**src/rtl/popcount_pkg.sv**
```systemverilog
// rtl/popcount_pkg.sv - shared widths and stage vector types for the 64-bit population count
//
// Purpose: constants and packed stage types used by the popcount tree,
//          its interface and its leaf counter.
// Ports:   none (package).
package popcount_pkg;

  localparam int POPCNT_DATA_W = 64;
  localparam int POPCNT_CNT_W  = 7;

  // Per-level count widths, each sized to its maximum value (4, 16, 64).
  localparam int POPCNT_L0_W = 3;
  localparam int POPCNT_L1_W = 5;
  localparam int POPCNT_L2_W = 7;

  // Number of partial counts at each level.
  localparam int POPCNT_L0_N = 16;
  localparam int POPCNT_L1_N = 4;

  typedef logic [POPCNT_L0_N-1:0][POPCNT_L0_W-1:0] l0_vec_t;
  typedef logic [POPCNT_L1_N-1:0][POPCNT_L1_W-1:0] l1_vec_t;
  typedef logic [POPCNT_L2_W-1:0]                  l2_cnt_t;

endpackage

```
**src/rtl/popcount_64_if.sv**
```systemverilog
// rtl/popcount_64_if.sv - operand/result bundle between a producer and the popcount unit
//
// Purpose: groups the enable, operand word and count result.
// Signals: en - pipeline advance enable, active high
//          d  - 64-bit operand word
//          q  - 7-bit number of set bits in d
// Modports: master drives en/d and reads q; slave reads en/d and drives q.
interface popcount_64_if;
  import popcount_pkg::*;

  logic                     en;
  logic [POPCNT_DATA_W-1:0] d;
  logic [POPCNT_CNT_W-1:0]  q;

  modport master (
    output en,
    output d,
    input  q
  );

  modport slave (
    input  en,
    input  d,
    output q
  );

endinterface

```
**src/rtl/popcount4.sv**
```systemverilog
// rtl/popcount4.sv - bit count of a 4-bit nibble
//
// Purpose: first level of the popcount adder tree.
// Ports:   a   - 4-bit input group
//          cnt - 3-bit number of set bits in a (0..4)
module popcount4
  import popcount_pkg::*;
(
  input  logic [3:0]             a,
  output logic [POPCNT_L0_W-1:0] cnt
);

  always_comb begin
    cnt = {2'b00, a[0]} + {2'b00, a[1]} + {2'b00, a[2]} + {2'b00, a[3]};
  end

endmodule

```
**src/rtl/popcount_64.sv**
```systemverilog
// rtl/popcount_64.sv - 64-bit population count with 0..3 pipeline stages
//
// Purpose: counts the set bits of a 64-bit word through a three-level adder
//          tree (nibble counts, 16-bit group sums, final sum). LATENCY selects
//          how many tree levels are followed by a register.
// Ports:   clk   - rising-edge clock (unused when LATENCY = 0)
//          rst_n - synchronous active-low reset, clears every stage register
//          bus   - slave side of popcount_64_if (en, d in; q out)
module popcount_64 #(
  parameter int LATENCY = 0
) (
  input  logic         clk,
  input  logic         rst_n,
  popcount_64_if.slave bus
);
  import popcount_pkg::*;

  l0_vec_t l0_cnt;  // raw nibble counts
  l0_vec_t l0_s;    // nibble counts as seen by L1 (registered or not)
  l1_vec_t l1_sum;  // raw 16-bit group sums
  l1_vec_t l1_s;    // group sums as seen by L2
  l2_cnt_t l2_sum;  // raw final count
  l2_cnt_t l2_s;    // final count as driven onto q

  if (LATENCY < 0 || LATENCY > 3) begin : g_bad_latency
    $error("popcount_64: LATENCY must be in 0..3");
  end

  // L0: one leaf counter per nibble.
  for (genvar g = 0; g < POPCNT_L0_N; g++) begin : g_l0
    popcount4 u_popcount4 (
      .a   (bus.d[4*g +: 4]),
      .cnt (l0_cnt[g])
    );
  end

  // Register after L0 only in the deepest configuration.
  if (LATENCY == 3) begin : g_l0_reg
    l0_vec_t l0_d;
    l0_vec_t l0_q;

    always_comb begin
      l0_d = l0_cnt;
    end

    always_ff @(posedge clk) begin
      if (!rst_n) begin
        l0_q <= '0;
      end else if (bus.en) begin
        l0_q <= l0_d;
      end
    end

    assign l0_s = l0_q;
  end else begin : g_l0_comb
    assign l0_s = l0_cnt;
  end

  // L1: four nibble counts per 16-bit group, widened before adding.
  always_comb begin
    l1_sum = '0;
    for (int j = 0; j < POPCNT_L1_N; j++) begin
      l1_sum[j] = {2'b00, l0_s[4*j]}   + {2'b00, l0_s[4*j+1]} +
                  {2'b00, l0_s[4*j+2]} + {2'b00, l0_s[4*j+3]};
    end
  end

  if (LATENCY >= 2) begin : g_l1_reg
    l1_vec_t l1_d;
    l1_vec_t l1_q;

    always_comb begin
      l1_d = l1_sum;
    end

    always_ff @(posedge clk) begin
      if (!rst_n) begin
        l1_q <= '0;
      end else if (bus.en) begin
        l1_q <= l1_d;
      end
    end

    assign l1_s = l1_q;
  end else begin : g_l1_comb
    assign l1_s = l1_sum;
  end

  // L2: final sum of the four group sums.
  always_comb begin
    l2_sum = {2'b00, l1_s[0]} + {2'b00, l1_s[1]} +
             {2'b00, l1_s[2]} + {2'b00, l1_s[3]};
  end

  if (LATENCY >= 1) begin : g_l2_reg
    l2_cnt_t l2_d;
    l2_cnt_t l2_q;

    always_comb begin
      l2_d = l2_sum;
    end

    always_ff @(posedge clk) begin
      if (!rst_n) begin
        l2_q <= '0;
      end else if (bus.en) begin
        l2_q <= l2_d;
      end
    end

    assign l2_s = l2_q;
  end else begin : g_l2_comb
    // Fully combinational: clock, reset and enable have no effect.
    logic unused_ctrl;
    assign unused_ctrl = &{1'b0, clk, rst_n, bus.en};
    assign l2_s        = l2_sum;
  end

  assign bus.q = l2_s;

endmodule

```
**src/flat_wrapper.sv**
```systemverilog
// flat-port wrapper written by rule: the top's interface ports become plain ports
module popcount_64_flat import popcount_pkg::*;
#(
  parameter int LATENCY = 0
)
  (clk, rst_n, bus_en, bus_d, bus_q);
  popcount_64_if bus_i ();
  input  logic clk;
  input  logic rst_n;
  input wire logic [$bits(bus_i.en)-1:0] bus_en;
  input wire logic [$bits(bus_i.d)-1:0] bus_d;
  output wire logic [$bits(bus_i.q)-1:0] bus_q;
  assign bus_i.en = bus_en;
  assign bus_i.d = bus_d;
  assign bus_q = bus_i.q;
  popcount_64 #(.LATENCY(LATENCY)) u_core (.clk(clk), .rst_n(rst_n), .bus(bus_i));
endmodule
```
**config.mk**
```make
export PLATFORM = sky130hd
export DESIGN_NAME = popcount_64_flat
export DESIGN_NICKNAME = d
export VERILOG_FILES = /design/src/rtl/popcount_pkg.sv /design/src/rtl/popcount_64_if.sv /design/src/rtl/popcount4.sv /design/src/rtl/popcount_64.sv /design/src/flat_wrapper.sv
export SDC_FILE = /design/constraint.sdc
export NUM_CORES = 1
export LEC_CHECK = 0
export CORE_MARGIN = 2
export CORE_UTILIZATION = 50
export DETAILED_ROUTE_END_ITERATION = 6
export PLACE_DENSITY_LB_ADDON = 0.2
export SYNTH_ARGS = -nofsm -noshare
export SYNTH_HDL_FRONTEND = slang
export SYNTH_HIERARCHICAL = 1
export SYNTH_SLANG_ARGS = --single-unit
```
**constraint.sdc**
```tcl
create_clock -name vclk -period 8.7
set_clock_uncertainty 0.1 [all_clocks]
set_input_delay 0.87 -clock vclk [all_inputs]
set_output_delay 0.87 -clock vclk [all_outputs]
set_load 0.01 [all_outputs]
```
== Word level (Yosys, flattened, before mapping) ==
Index checks and enable logic that the tools add are counted.
Word-level totals
  bits in registers: 0
  latch bits: 0
  memory bits (writable): 0
  memory bits (read-only): 0
  bits of input ports: 67
  memories kept: 0
Cells by class
  add/sub/neg operators: 63
  multiply operators: 0
  div/mod/pow operators: 0
  order comparisons: 0
  eq/ne operators: 0
  shifts and indexed selects: 0
  muxes and demuxes: 0
  bitwise logic cells: 0
  reduce and logical (&&, ||, !) cells: 0
Operators with widths (number)
  $add A3 B1 Y3: 32
  $add A5 B3 Y5: 8
  $add A1 B1 Y2: 16
  $add A3 B3 Y4: 4
  $add A7 B5 Y7: 2
  $add A5 B5 Y6: 1

== Logic depth before layout (Yosys ltp) ==
Gate-level depths: netlist of the first run.
  depth after elaboration: 9
  mapped depth: 22
  gate-level depth less buffers: 22

== Cells and area by module ==
The synthesis of the first run kept the hierarchy.
By module, submodules not included
  popcount_64: instances 1, cells each 139, area an instance 1361.3 µm², sequential area each 0.0 µm²
  popcount4: instances 16, cells each 8, area an instance 63.8 µm², sequential area each 0.0 µm²

== Worst setup path before layout of the first run ==
No wires, ideal clock.
  kind: input port to output port
  start point: input bus_d[0]
  end point: output bus_q[6]
  arrival time: 6.080 ns
  data required time: 7.730 ns
  slack: 1.650 ns
  stages on the path: 20
  path through: inv_1 fa_1 inv_1 ha_1 ha_1 inv_1 fa_1 inv_1 fa_1 fa_1 fa_1 fa_1 inv_1 fa_1 inv_1 ha_1 a211oi_2 o21bai_1 a21oi_2 xnor2_1
RTL lines
  start, declared: RTL line flat_wrapper.sv:11  | input wire logic [$bits(bus_i.d)-1:0] bus_d;
  end, declared: RTL line flat_wrapper.sv:12  | output wire logic [$bits(bus_i.q)-1:0] bus_q;

==> flow_summary.toml, run 1 <==
[status]
status = "completed"

[grt]
grtUsageTotal_pct = 14.8
first_global_vias = 1633
grt_busiest_layer = "met2"
met3_usage_pct = 0.276
grt_overflow = 0
grt_max_degree = 5
use_met2_pct = 27.4
antenna_found_initial = 0
use_met1_pct = 20.7
grt_first_pass_wirelength_um = 6420

[detailed_routing]
drt-initial-drc-count = 9
num_vias = 1645
vias_per_cell = 4.20
wl_per_cell_um = 8.80
drc = 0
ant_nets = 0
dr.pass1.iters = 4
drt-total-wl_um = 3450

[setup_path]
crit_top_cell = "fa_1"
cp_slowest_stage_delay_ns = 0.57
slowest_stage = "fa_1"
path_class = "primary input to primary output"
path_cells = "clkdlybuf4s50_1 -> inv_1 -> fa_1 -> inv_1 -> ha_1 -> ha_1 -> inv_1 -> fa_1 -> inv_1 -> fa_1 -> fa_1 -> inv_1 -> fa_1 -> fa_1 -> fa_1 -> inv_1 -> ha_1 -> a211oi_2 -> o21bai_1 -> a21oi_2 -> xnor2_1 -> clkdlybuf4s50_1"
crit_end = "bus_q[6]"
crit_path_start_kind = "primary input"
cp_data_arrival_time_ns = 7.25
worst_setup_path_end_kind = "primary output"
worstSetupStartpoint = "bus_d[0]"
crit_required_ns = 7.73
cp_max_fo = 2

[sta]
setup_viol = 0
rsz0062_at_grt = "no"
finalCriticalPeriod_ns = 8.22
period_share_pct = 94.4
fin_setup_tns_ns = 0
hold_viol = 0
fmax_ghz = 0.122
max_slew_margin_pct = 85.7
finalMaxSlewViolations = 0
tightest_slew_ns = 0.213

[layout]
drive_above_1_share_pct = 1.18
utilization_pct = 67.8
flops_and_latches = 0
nClkBuffers = 0
seqCellArea_um2 = 0
nets = 510
final.fill_count = 391
finalNonFillerCells = 392
synthToLayoutAreaGrowth_pct = 32.7
num_antenna_cells = 0

[clocking]
ctsHoldBuffers = 0
cts_repair_resize_count = 0
postCtsSetupBuffers = 0

[synthesis]
ys_warn_count = 6
synth_common_cells = "150 x inv_1, 56 x fa_1, 47 x ha_1"
ys_seq_area_share_pct = 0
synth_area_um2 = 2380
syn-num-nets = 437
synthMostInstantiatedCell = "inv_1"
synth_area_leaders = "fa_1 47%, ha_1 25%, inv_1 24%"
synth_cells = 267
synth_top_area_share_pct = 47.1
yosysTopAreaCell = "fa_1"
ys_types = 12
postSynthAreaPerCell_um2 = 8.92

[min_path]
min_path_type = "primary input to primary output"
hold_path.startpoint = "bus_d[34]"

[die]
num_rows = 25
num_io_pins = 74
coreArea_um2 = 4660
die_h_um = 73.0
initial_core_util_pct = 51.1
die_w_um = 73.0
die-area_um2 = 5330

[place]
hpwl_um = 3560
dp.cells = 392
gp_congestion = 0.795
portBuffers = 71

[run]
drv_cap = 0
## area by class of cell
type                            instances  area, µm²  share of cell area, %
Multi-Input combinational cell        117       1820                   57.6
Tap cell                               54       67.6                   2.14
Inverter                              150        563                   17.8
Timing Repair Buffer                   71        711                   22.5
## critical path, delay by kind of cell
kind,cells,cell delay (ns)
compound gates,3,0.51
xor+xnor,1,0.13
fa+ha+maj,10,4.40
buf+inv,8,1.33
## per-stage QoR
stage / setup slack [ns] / cell area, µm² / hold slack [ns]
floorplan: 1.65 / 2380 / 2.06
global placement: 0.489 / 3160 / 3.05
detailed placement: 0.444 / 3160 / 3.05
CTS: 0.437 / 3160 / 3.06
global route: 0.186 / 3160 / 3.11
finish: 0.484 / 3160 / 3.05
## layout by cell type (no fill, tap or decap)
| master | netlist | layout |
|---|---|---|
| clkdlybuf4s50_1 | 0 | 71 |
| ha_1 | 47 | 47 |
| fa_1 | 56 | 56 |
| xnor2_1 | 5 | 5 |
| inv_1 | 150 | 150 |
| o21bai_1 | 1 | 1 |
| o21ai_0 | 1 | 1 |
| or2_2 | 1 | 1 |
| a21o_2 | 1 | 1 |
| a21o_1 | 1 | 1 |
| a21oi_1 | 2 | 2 |
| a211oi_2 | 1 | 1 |
| a21oi_2 | 1 | 1 |
## worst min-delay path by stage
stage | endpoint | slack, ns | cells past startpoint
6_report | bus_q[0] | 3.05 | 5
4_1_cts | bus_q[0] | 3.06 | 5
5_1_grt | bus_q[0] | 3.11 | 5
3_5_place_dp | bus_q[0] | 3.05 | 5
3_3_place_gp | bus_q[0] | 3.05 | 5
2_1_floorplan | bus_q[0] | 2.06 | 3
## cells by family (layout without fill, tap and decap cells)
| logic type | count (synthesis) | count (layout) | share of synthesized area (%) |
|---|---|---|---|
| buffers and inverters | 150 | 221 | 23.6 |
| adder cells (fa/ha/maj) | 103 | 103 | 71.7 |
| AO/OA/AOI/OAI | 8 | 8 | 2.52 |
| XOR/XNOR | 5 | 5 | 1.84 |
| AND/OR/NAND/NOR | 1 | 1 | 0.263 |
## metal layers
| metal | vias up | wire length (µm) |
|---|---|---|
| met5 | - | 0 |
| met4 | 0 | 0 |
| met3 | 0 | 139 |
| met2 | 41 | 1800 |
| met1 | 756 | 1510 |
| li1 | 848 | - |
Power of run 1 is not shown: default switching activity piles up to over one toggle a cycle in this logic, so the estimate is an artifact.
==> run 2, diff against run 1 <==
Settings changed: ABC_CLOCK_PERIOD_IN_PS set to 8700, CELL_PAD_IN_SITES_DETAIL_PLACEMENT set to 1, CELL_PAD_IN_SITES_GLOBAL_PLACEMENT set to 1, CORE_UTILIZATION 50 to 37.
==> run 2 against run 1 <==
  * Setup slack got worse by 0.027 ns
  * Maximum frequency fell by 0.32%
  * Global-route usage fell by 2.1 points
  * First-iteration DRC count did not move
  * Sequential share of layout area did not move
  * Design area rose by 0.91%
  * Flip-flop and latch count did not move
  * Via count rose by 3.3%
  * Final cell count rose by 5.9%
  * Critical endpoint unchanged
  * Die area rose by 33%
  * Wire length rose by 22%
  * Clock-buffer cell count did not move
==> flow_summary.toml, run 2 (same netlist as run 1, synthesis figures left out) <==
[layout]
nets = 510
final_common_cell = "inv_1"
final_cell_mix = "150 x inv_1, 71 x clkdlybuf4s50_1, 56 x fa_1"
drive_above_1_share_pct = 1.18
synthToLayoutAreaGrowth_pct = 33.9
nClkBuffers = 0
seqCellArea_um2 = 0
flops_and_latches = 0
num_antenna_cells = 0
finalNonFillerCells = 415
utilization_pct = 50.8

[setup_path]
cp_data_arrival_time_ns = 7.27
crit_path_start_kind = "primary input"
path_class = "primary input to primary output"
worst_setup_path_end_kind = "primary output"
worstSetupStartpoint = "bus_d[0]"
cp_max_fo = 2
crit_required_ns = 7.73
crit_end = "bus_q[6]"

[detailed_routing]
wl_per_cell_um = 10.1
num_vias = 1700
vias_per_cell = 4.10
dr.pass1.iters = 3
ant_nets = 0
drt-total-wl_um = 4210
drc = 0
drt-initial-drc-count = 9

[sta]
whs_ns = 3.06
hold_viol = 0
tightest_slew_ns = 0.184
setup_viol = 0
fin_setup_tns_ns = 0
rsz0062_at_grt = "no"
finalCriticalPeriod_ns = 8.24
finalMaxSlewViolations = 0
fmax_ghz = 0.121
period_share_pct = 94.7
max_slew_margin_pct = 87.7

[die]
coreArea_um2 = 6280
initial_core_util_pct = 38.0
die-area_um2 = 7100
die_h_um = 84.2
num_rows = 29
die_w_um = 84.2
num_io_pins = 74

[place]
dp.cells = 415
portBuffers = 71
hpwl_um = 4340
gp_congestion = 0.687

[grt]
grt_max_degree = 5
grt_overflow = 0
first_global_vias = 1904
grtUsageTotal_pct = 12.7
antenna_found_initial = 0
grt_first_pass_wirelength_um = 7500

[min_path]
min_path_type = "primary input to primary output"
hold_depth = 5

[clocking]
ctsHoldBuffers = 0
postCtsSetupBuffers = 0
cts_repair_resize_count = 0

[status]
status = "completed"

[run]
drv_cap = 0
==> run 2: cell counts in the layout (fill, tap and decap cells not counted) <==
Identical to the previous run, type by type.
==> run 2: worst min-delay path by stage <==
stage,start,to
after floorplan,bus_d[34],bus_q[0]
after global placement,bus_d[34],bus_q[0]
after detailed placement,bus_d[34],bus_q[0]
after CTS,bus_d[34],bus_q[0]
after global routing,bus_d[34],bus_q[0]
final,bus_d[34],bus_q[0]
==> run 2: worst max-delay path, stage by stage <==
cell	delay [ns]
clkdlybuf4s50_1	0.46
inv_1	0.06
fa_1	0.53
inv_1	0.04
ha_1	0.17
ha_1	0.26
inv_1	0.06
fa_1	0.53
inv_1	0.06
fa_1	0.50
fa_1	0.47
fa_1	0.50
fa_1	0.54
inv_1	0.05
fa_1	0.59
inv_1	0.07
ha_1	0.32
a211oi_2	0.22
o21bai_1	0.12
a21oi_2	0.16
xnor2_1	0.13
clkdlybuf4s50_1	0.56
==> run 2: layout make-up <==
class              instances  area [µm²]
inverters                150         563
well taps                 77        96.3
multi-input cells        117        1820
fillers                  759        3090
repair buffers            71         711
==> run 2: per-layer routing <==
layer  wire (µm)  global-route usage, %  vias up
met2        2420                   27.1       40
met1        1610                   14.4      812
met3         174                  0.492        0
li1            -                      -      848
met5           0                      0        -
met4           0                      0        0
==> run 2: metrics by stage <==
| stage | setup WS (ns) | instance area (µm²) |
|---|---|---|
| finish | 0.458 | 3190 |
| global route | 0.0939 | 3190 |
| CTS | 0.381 | 3190 |
| detailed placement | 0.390 | 3190 |
| global placement | 0.446 | 3190 |
| floorplan | 1.65 | 2380 |
Power of run 2 is left out for the same reason.
